`src/rtl/axis64_kvs_rsp_monitor.sv`:
```
// axis64_kvs_rsp_monitor
// Response-side monitor for the 64-bit AXI-Stream KVS network path.
// It sinks the to_net response stream and snoops the from_net request
// handshake. It reports request, response and byte counts, plus the
// round-trip latency of each request in to_net clock cycles.
// Requests are timestamped into a small FIFO. Each response end-of-packet
// pops the oldest timestamp and measures the latency against it.
// Optional feature macro: AXIS_MON_BACKPRESSURE_EN. When it is defined,
// an LFSR stalls rsp_tready on roughly 1 cycle in 8.

module axis64_kvs_rsp_monitor #(
    parameter int unsigned TS_DEPTH = 64,
    parameter int unsigned LAT_W    = 32,
    parameter int unsigned CNT_W    = 32,
    parameter logic [15:0] BP_SEED  = 16'hACE1
) (
    input  logic                        to_net_clk_390,
    input  logic                        to_net_clk_390_rst_n,
    input  logic                        enable,
    input  logic                        clear,
    input  logic                        req_tvalid,
    input  logic                        req_tready,
    input  logic                        req_tlast,
    input  logic [63:0]                 rsp_tdata,
    input  logic [7:0]                  rsp_tkeep,
    input  logic                        rsp_tlast,
    input  logic                        rsp_tvalid,
    output logic                        rsp_tready,
    output logic [CNT_W-1:0]            nr_req,
    output logic [CNT_W-1:0]            nr_rsp,
    output logic [47:0]                 nr_bytes,
    output logic [$clog2(TS_DEPTH):0]   outstanding,
    output logic [LAT_W-1:0]            last_latency,
    output logic [LAT_W-1:0]            min_latency,
    output logic [LAT_W-1:0]            max_latency,
    output logic                        err_overflow,
    output logic                        err_unexpected,
    output logic                        in_packet
);

    localparam int unsigned PTR_W = $clog2(TS_DEPTH);
    localparam int unsigned OCC_W = PTR_W + 1;

    localparam logic [CNT_W-1:0] CNT_ONE  = CNT_W'(1);
    localparam logic [CNT_W-1:0] CNT_MAX  = '1;
    localparam logic [LAT_W-1:0] LAT_ONE  = LAT_W'(1);
    localparam logic [LAT_W-1:0] LAT_MAX  = '1;
    localparam logic [PTR_W-1:0] PTR_ONE  = PTR_W'(1);
    localparam logic [OCC_W-1:0] OCC_ONE  = OCC_W'(1);
    localparam logic [OCC_W-1:0] OCC_FULL = OCC_W'(TS_DEPTH);

    typedef enum logic [0:0] {
        ST_IDLE = 1'b0,
        ST_BODY = 1'b1
    } state_e;

    // Number of bytes enabled in one 64-bit beat.
    function automatic logic [3:0] popcount8(input logic [7:0] v);
        logic [3:0] n;
        n = 4'd0;
        for (int i = 0; i < 8; i++) begin
            n = n + {3'd0, v[i]};
        end
        return n;
    endfunction

    state_e              state_q, state_d;
    logic [LAT_W-1:0]    cycle_cnt_q, cycle_cnt_d;
    logic [CNT_W-1:0]    nr_req_q, nr_req_d;
    logic [CNT_W-1:0]    nr_rsp_q, nr_rsp_d;
    logic [47:0]         nr_bytes_q, nr_bytes_d;
    logic [PTR_W-1:0]    wr_ptr_q, wr_ptr_d;
    logic [PTR_W-1:0]    rd_ptr_q, rd_ptr_d;
    logic [OCC_W-1:0]    occ_q, occ_d;
    logic [LAT_W-1:0]    last_latency_q, last_latency_d;
    logic [LAT_W-1:0]    min_latency_q, min_latency_d;
    logic [LAT_W-1:0]    max_latency_q, max_latency_d;
    logic                err_overflow_q, err_overflow_d;
    logic                err_unexpected_q, err_unexpected_d;
    logic [LAT_W-1:0]    mem_q [TS_DEPTH];

    logic                rsp_tready_s;
    logic                beat_s;
    logic                eop_s;
    logic                req_fire_s;
    logic                empty_s;
    logic                full_s;
    logic                push_s;
    logic                pop_s;
    logic [LAT_W-1:0]    lat_s;
    logic                unused_s;

    // The payload is never inspected; only the handshake matters.
    assign unused_s = ^{rsp_tdata, BP_SEED};

`ifdef AXIS_MON_BACKPRESSURE_EN
    logic [15:0] lfsr_q, lfsr_d;

    // Fibonacci LFSR with taps 16,14,13,11, stepped every cycle.
    always_comb begin
        lfsr_d = {lfsr_q[14:0], lfsr_q[15] ^ lfsr_q[13] ^ lfsr_q[12] ^ lfsr_q[10]};
    end

    // LFSR state register; it restarts from the seed on reset.
    always_ff @(posedge to_net_clk_390 or negedge to_net_clk_390_rst_n) begin
        if (!to_net_clk_390_rst_n) begin
            lfsr_q <= BP_SEED;
        end else begin
            lfsr_q <= lfsr_d;
        end
    end

    assign rsp_tready_s = enable & to_net_clk_390_rst_n & (lfsr_q[2:0] != 3'd0);
`else
    // Ready is held low while reset is asserted, even if enable is high.
    assign rsp_tready_s = enable & to_net_clk_390_rst_n;
`endif

    assign beat_s     = rsp_tvalid & rsp_tready_s;
    assign eop_s      = beat_s & rsp_tlast;
    assign req_fire_s = req_tvalid & req_tready & req_tlast & enable;
    assign empty_s    = (occ_q == {OCC_W{1'b0}});
    assign full_s     = (occ_q == OCC_FULL);
    // Empty and full are judged on the occupancy before this cycle.
    // When a pop frees the head slot, a push into a full FIFO still succeeds.
    assign pop_s      = eop_s & ~empty_s & ~clear;
    assign push_s     = req_fire_s & (~full_s | pop_s) & ~clear;
    assign lat_s      = cycle_cnt_q - mem_q[rd_ptr_q];

    // Next-state logic for the statistics, the FIFO pointers and the packet FSM.
    always_comb begin
        cycle_cnt_d      = cycle_cnt_q + LAT_ONE;
        state_d          = state_q;
        nr_req_d         = nr_req_q;
        nr_rsp_d         = nr_rsp_q;
        nr_bytes_d       = nr_bytes_q;
        wr_ptr_d         = wr_ptr_q;
        rd_ptr_d         = rd_ptr_q;
        occ_d            = occ_q;
        last_latency_d   = last_latency_q;
        min_latency_d    = min_latency_q;
        max_latency_d    = max_latency_q;
        err_overflow_d   = err_overflow_q;
        err_unexpected_d = err_unexpected_q;
        if (clear) begin
            state_d          = ST_IDLE;
            nr_req_d         = {CNT_W{1'b0}};
            nr_rsp_d         = {CNT_W{1'b0}};
            nr_bytes_d       = 48'd0;
            wr_ptr_d         = {PTR_W{1'b0}};
            rd_ptr_d         = {PTR_W{1'b0}};
            occ_d            = {OCC_W{1'b0}};
            last_latency_d   = {LAT_W{1'b0}};
            min_latency_d    = LAT_MAX;
            max_latency_d    = {LAT_W{1'b0}};
            err_overflow_d   = 1'b0;
            err_unexpected_d = 1'b0;
        end else begin
            nr_req_d = (req_fire_s && (nr_req_q != CNT_MAX)) ? nr_req_q + CNT_ONE : nr_req_q;
            nr_rsp_d = (eop_s && (nr_rsp_q != CNT_MAX)) ? nr_rsp_q + CNT_ONE : nr_rsp_q;
            nr_bytes_d = beat_s ? nr_bytes_q + {44'd0, popcount8(rsp_tkeep)} : nr_bytes_q;
            err_overflow_d   = err_overflow_q | (req_fire_s & ~push_s);
            err_unexpected_d = err_unexpected_q | (eop_s & empty_s);
            wr_ptr_d = push_s ? wr_ptr_q + PTR_ONE : wr_ptr_q;
            rd_ptr_d = pop_s ? rd_ptr_q + PTR_ONE : rd_ptr_q;
            case ({push_s, pop_s})
                2'b10:   occ_d = occ_q + OCC_ONE;
                2'b01:   occ_d = occ_q - OCC_ONE;
                default: occ_d = occ_q;
            endcase
            last_latency_d = pop_s ? lat_s : last_latency_q;
            min_latency_d  = (pop_s && (lat_s < min_latency_q)) ? lat_s : min_latency_q;
            max_latency_d  = (pop_s && (lat_s > max_latency_q)) ? lat_s : max_latency_q;
            case (state_q)
                ST_IDLE: state_d = (beat_s && !rsp_tlast) ? ST_BODY : ST_IDLE;
                ST_BODY: state_d = eop_s ? ST_IDLE : ST_BODY;
                default: state_d = ST_IDLE;
            endcase
        end
    end

    // State registers; the reset values match the values that clear produces,
    // except that cycle_cnt also restarts from zero.
    always_ff @(posedge to_net_clk_390 or negedge to_net_clk_390_rst_n) begin
        if (!to_net_clk_390_rst_n) begin
            state_q          <= ST_IDLE;
            cycle_cnt_q      <= {LAT_W{1'b0}};
            nr_req_q         <= {CNT_W{1'b0}};
            nr_rsp_q         <= {CNT_W{1'b0}};
            nr_bytes_q       <= 48'd0;
            wr_ptr_q         <= {PTR_W{1'b0}};
            rd_ptr_q         <= {PTR_W{1'b0}};
            occ_q            <= {OCC_W{1'b0}};
            last_latency_q   <= {LAT_W{1'b0}};
            min_latency_q    <= LAT_MAX;
            max_latency_q    <= {LAT_W{1'b0}};
            err_overflow_q   <= 1'b0;
            err_unexpected_q <= 1'b0;
        end else begin
            state_q          <= state_d;
            cycle_cnt_q      <= cycle_cnt_d;
            nr_req_q         <= nr_req_d;
            nr_rsp_q         <= nr_rsp_d;
            nr_bytes_q       <= nr_bytes_d;
            wr_ptr_q         <= wr_ptr_d;
            rd_ptr_q         <= rd_ptr_d;
            occ_q            <= occ_d;
            last_latency_q   <= last_latency_d;
            min_latency_q    <= min_latency_d;
            max_latency_q    <= max_latency_d;
            err_overflow_q   <= err_overflow_d;
            err_unexpected_q <= err_unexpected_d;
        end
    end

    // Timestamp storage. The pointers track validity, so the memory needs no reset.
    always_ff @(posedge to_net_clk_390) begin
        if (push_s) begin
            mem_q[wr_ptr_q] <= cycle_cnt_q;
        end
    end

    assign rsp_tready     = rsp_tready_s;
    assign nr_req         = nr_req_q;
    assign nr_rsp         = nr_rsp_q;
    assign nr_bytes       = nr_bytes_q;
    assign outstanding    = occ_q;
    assign last_latency   = last_latency_q;
    assign min_latency    = min_latency_q;
    assign max_latency    = max_latency_q;
    assign err_overflow   = err_overflow_q;
    assign err_unexpected = err_unexpected_q;
    assign in_packet      = (state_q == ST_BODY);

endmodule

```
`config.mk`:
```
export PLATFORM = sky130hd
export DESIGN_NAME = axis64_kvs_rsp_monitor
export DESIGN_NICKNAME = d
export VERILOG_FILES = /design/src/rtl/axis64_kvs_rsp_monitor.sv
export SDC_FILE = /design/constraint.sdc
export NUM_CORES = 2
export LEC_CHECK = 0
export CORE_MARGIN = 2
export CORE_UTILIZATION = 45
export DETAILED_ROUTE_END_ITERATION = 8
export DONT_BUFFER_PORTS = 1
export MAX_ROUTING_LAYER = met4
export SLEW_MARGIN = 30
export SYNTH_ARGS = -nofsm -noshare
export SYNTH_HDL_FRONTEND = slang
export SYNTH_SLANG_ARGS = --single-unit
```
`constraint.sdc`:
```
create_clock -name to_net_clk_390 -period 12.2 [get_ports to_net_clk_390]
set_input_delay 1.83 -clock to_net_clk_390 [delete_from_list [all_inputs] [get_ports to_net_clk_390]]
set_output_delay 1.83 -clock to_net_clk_390 [all_outputs]
set_load 0.03 [all_outputs]
```
==> impl.org <==
** Final layout
- Layout net count :: 5861
- Final Non-Filler Cells :: 8664
- Total of fill cells in the finished design :: 16900
- Share of post-route cells with drive strength above 1 :: 18.1%
- Relative to the synthesized area, the layout overhead comes to 12.0%.

** Critical path
- Kind of start point of the critical path :: flop
- Largest stage delay on the critical path :: 0.79 ns
- Buf+Inv Stages, Crit Path :: 4
- Cell class contributing the biggest share of worst-path delay :: compound AO/OA/AOI/OAI gates
- Data required, critical path :: 12.95 ns
- Critical path's slowest cell :: sky130_fd_sc_hd__dfrtp_4
- Top cell by count, worst path :: sky130_fd_sc_hd__o21ai_0
- The worst setup path is captured at a flop.
- The critical path goes through nand2b_4 -> buf_12 -> buf_4 -> o21ai_0 -> a21oi_1 -> o31ai_1 -> o21ai_0 -> ha_1 -> a2111oi_0 -> o21ai_0 -> o21ai_0 -> and4b_1 -> o31a_1 -> o21ai_0 -> xnor2_1 -> inv_1 -> ha_1 -> nand4_1 -> nor4_1 -> nand4_1 -> o211ai_1 -> buf_4 -> mux2i_1 -> nand2_1.
- The critical path is of the reg -> reg type.
- Top fanout value on the critical path :: 103
- Arrival @ worst endpoint :: 10.29 ns

** Die
- Die span in x :: 462 um
- Core Rows :: 168
- Core region area :: 0.209 mm^2
- Vert. Die Dim :: 462 um
- Die footprint :: 0.214 mm^2
- # IOs :: 300
- Effective utilization at floorplan :: 45.2%

** Global route
- For this run, global-route usage on met2 was measured as 37.7%.
- The first global-routing pass estimated 364000 um of wire.
- Entering global routing, the biggest net connects 265 pins.
- Met3 GRT Util :: 4.77%
- Global routing used 24.4% of the available tracks.
- Most Crowded Layer GR :: met2
- Vias in the first global route :: 50900
- Global routing used 32.6% of the available met1 tracks.
- Final global-route overflow total :: 0
- Antenna violations before repair :: 11

** Placement
- IO buf count :: 0
- HPWL after detailed placement :: 137000 um
- Routability-driven placement finished with a final weighted congestion of 0.851.
- Once placement completed, the tool counted placed cells totaling 8244.

** STA
- The worst pin sits at a relative slew slack of 22.1%.
- Number of failing setup endpoints in the final timing report :: 0
- Setup repair after global routing left no endpoint under its margin.
- Setup TNS :: 0 ns
- Clock skew on the completed layout was measured at 0.0363 ns.
- Min cycle time layout :: 9.54 ns
- Final hold viol count :: 0
- Worst Tran Pin Value :: 1.16 ns
- The number of max-slew violations in the final report was 0.
- Crit share post-route :: 78.2%
- Static timing analysis puts the maximum clock frequency at 105 MHz.

** CTS
- Root buffer selected by CTS :: sky130_fd_sc_hd__clkbuf_16
- Clock tree from TritonCTS :: built
- Clock latency of the later-clocked register in the worst-skew pair :: 0.87 ns
- The clock passes through at most 3 buffers.
- The number of clock buffers added by TritonCTS is 222.
- In this run, post-CTS hold repair placed 0 buffers.
- The number of setup buffers added after CTS is 0.
- # resized after CTS :: 0
- H-Tree Depth :: 4
- After clock tree synthesis, the clock-pin slew on the worst setup and hold paths is 0.06 ns.
- The clock net in this run drives a total of 2310 sinks.

** Logic synthesis
- The synthesized netlist occupies a cell area of 0.0945 mm^2.
- In this run, distinct cell masters in the synthesized netlist total 79.
- Summing the sequential cell areas from Yosys gives 72.1% of the chip area.
- In the synthesized netlist the async set-or-reset flop fraction comes to 11.3%.
- Number of register bits inferred by synthesis :: 2310
- Top FF cell, synth :: sky130_fd_sc_hd__edfxtp_1
- After technology mapping, the gate count stands at 5569.
- A synthesized cell averages 17.0 um^2.
- Yosys mapped a number of flops with a built-in enable equal to 2048.
- Yosys warning count :: 0
- Mapped Nets :: 5767

** Power
- Peak ir drop on the vdd network :: 0.153 mV
- Power Dens Cells :: 146 mW/mm^2
- Reported leakage power :: 0.0364 uW

** Detailed routing
- Using the TritonRoute via totals, the vias-per-cell ratio works out to 6.01.
- Wire length reported by the detailed router :: 256000 um
- TritonRoute pass-1 iters :: 5
- For this block, the via count after detailed routing is 52100.
- After detailed routing, the number of remaining DRC violations is 0.
- Count of nets left with antenna violations after detail routing :: 0
- After the first detailed-routing iteration, the DRC count stood at 5502.
- Detail-routed net length per standard cell :: 29.5 um

** Flow run
- Count of max-cap constraint violations :: 0

** Min path
- The tightest min-delay check is of the reg -> reg type.

** Outcome
- Outcome :: finished, final reports clean
[cell usage after synthesis, types with 53 or more instances]
| cell type | instances | area [um^2] |
|---|---|---|
| sky130_fd_sc_hd__nor2_1 | 283 | 1060 |
| sky130_fd_sc_hd__o22ai_1 | 116 | 726 |
| sky130_fd_sc_hd__nand3_1 | 62 | 310 |
| sky130_fd_sc_hd__xnor2_1 | 84 | 736 |
| sky130_fd_sc_hd__dfrtp_1 | 230 | 5760 |
| sky130_fd_sc_hd__xor2_1 | 70 | 613 |
| sky130_fd_sc_hd__mux2_2 | 111 | 1250 |
| sky130_fd_sc_hd__nand4_1 | 53 | 332 |
| sky130_fd_sc_hd__or3_1 | 59 | 369 |
| sky130_fd_sc_hd__nor3_1 | 84 | 420 |
| sky130_fd_sc_hd__clkbuf_1 | 178 | 668 |
| sky130_fd_sc_hd__edfxtp_1 | 2048 | 61500 |
| sky130_fd_sc_hd__o21ai_0 | 183 | 916 |
| sky130_fd_sc_hd__o221ai_1 | 111 | 972 |
| sky130_fd_sc_hd__nand2_1 | 191 | 717 |
| sky130_fd_sc_hd__mux2i_1 | 398 | 3980 |
| sky130_fd_sc_hd__mux4_2 | 288 | 6490 |
| sky130_fd_sc_hd__ha_1 | 110 | 1380 |
| sky130_fd_sc_hd__inv_1 | 106 | 398 |
| sky130_fd_sc_hd__a21oi_1 | 326 | 1630 |
[final timing paths]
kind | startpoint | to | depth (start not counted) | slack (ns)
min in group asynchronous | to_net_clk_390_rst_n | nr_bytes[43] | 0 | 0.67
max | rd_ptr_q[1] | min_latency[11] | 24 | 2.66
max reg2reg | rd_ptr_q[1] | min_latency[11] | 24 | 2.66
min reg2reg | cycle_cnt_q[18] | mem_q[6][18] | 0 | 0.54
max in group asynchronous | to_net_clk_390_rst_n | last_latency[27] | 0 | 10.83
min | cycle_cnt_q[18] | mem_q[6][18] | 0 | 0.54
[stage by stage]
stage	area, um^2	hold slack, ns	setup WS (ns)	total power, uW	util [%]
detailed placement	98700	0.518	2.79	8940	47.2
finish	106000	0.535	2.66	15500	50.6
global route	106000	0.546	2.08	15900	50.6
global placement	98600	0.518	2.80	8940	47.2
floorplan	94500	0.565	5.40	8890	-
CTS	106000	0.535	2.72	15600	50.6
[worst register-to-register path: cells and delay by family (launching register included)]
kind | cells | cell delay (ns)
buf+inv | 4 | 2.10
simple gates | 6 | 1.83
flops | 1 | 0.79
mux | 1 | 0.26
fa+ha+maj | 2 | 0.81
xor+xnor | 1 | 0.45
compound gates | 10 | 3.17
[cells by family after synthesis]
family,after synthesis,share of synthesized area (%)
xor+xnor,155,1.44
simple gates,855,4.29
fa+ha+maj,117,1.60
flops,2310,72.1
mux,806,12.7
compound gates,918,6.06
buf+inv,408,1.89
[cell usage in the layout (no fill, tap or decap), types with 53 or more instances in the layout]
cell type / netlist / routed
sky130_fd_sc_hd__or3_1: 59 / 59
sky130_fd_sc_hd__mux2i_1: 398 / 398
sky130_fd_sc_hd__edfxtp_1: 2048 / 2048
sky130_fd_sc_hd__buf_4: 34 / 160
sky130_fd_sc_hd__nor3_1: 84 / 78
sky130_fd_sc_hd__o21ai_0: 183 / 183
sky130_fd_sc_hd__nor2_4: 0 / 62
sky130_fd_sc_hd__nand4_1: 53 / 53
sky130_fd_sc_hd__xor2_1: 70 / 70
sky130_fd_sc_hd__inv_1: 106 / 104
sky130_fd_sc_hd__xnor2_1: 84 / 84
sky130_fd_sc_hd__a21oi_1: 326 / 325
sky130_fd_sc_hd__mux2_2: 111 / 111
sky130_fd_sc_hd__nand2_1: 191 / 190
sky130_fd_sc_hd__o22ai_1: 116 / 116
sky130_fd_sc_hd__clkbuf_1: 178 / 61
sky130_fd_sc_hd__clkbuf_16: 0 / 227
sky130_fd_sc_hd__dfrtp_1: 230 / 192
sky130_fd_sc_hd__mux4_2: 288 / 288
sky130_fd_sc_hd__ha_1: 110 / 110
sky130_fd_sc_hd__o221ai_1: 111 / 111
sky130_fd_sc_hd__nand3_1: 62 / 62
sky130_fd_sc_hd__nor2_1: 283 / 221
[cell type report]
cell class / count / area, um^2 / area share, %
clock inverter: 121 / 1060 / 1.00
timing repair buffer: 171 / 1430 / 1.35
sequential: 2310 / 68200 / 64.4
clock buffer: 294 / 5990 / 5.66
multi-input combinational: 2851 / 25200 / 23.9
antenna: 5 / 12.5 / 0.0118
inverter: 107 / 407 / 0.384
tap: 2805 / 3510 / 3.32
[report_power, final]
group	leakage (uW)	internal, uW	switching [uW]
clock network	0.00344	3750	2960
registers	0.0247	8500	37.7
logic	0.00819	105	132
[layer usage]
metal	up-vias	routed length, um
li1	22400	-
met4	0	8750
met5	-	0
met2	2080	119000
met1	27300	106000
met3	393	22400
[sequential cells by signal, indices dropped and copies added, names as in the netlist]
name	flops
mem_q	2048
nr_bytes	48
cycle_cnt_q	32
last_latency	32
max_latency	32
min_latency	32
nr_req	32
nr_rsp	32
outstanding	7
rd_ptr_q	6
wr_ptr_q	6
err_overflow	1
err_unexpected	1
in_packet	1
No activity file was read; power rests on OpenSTA's default activity.
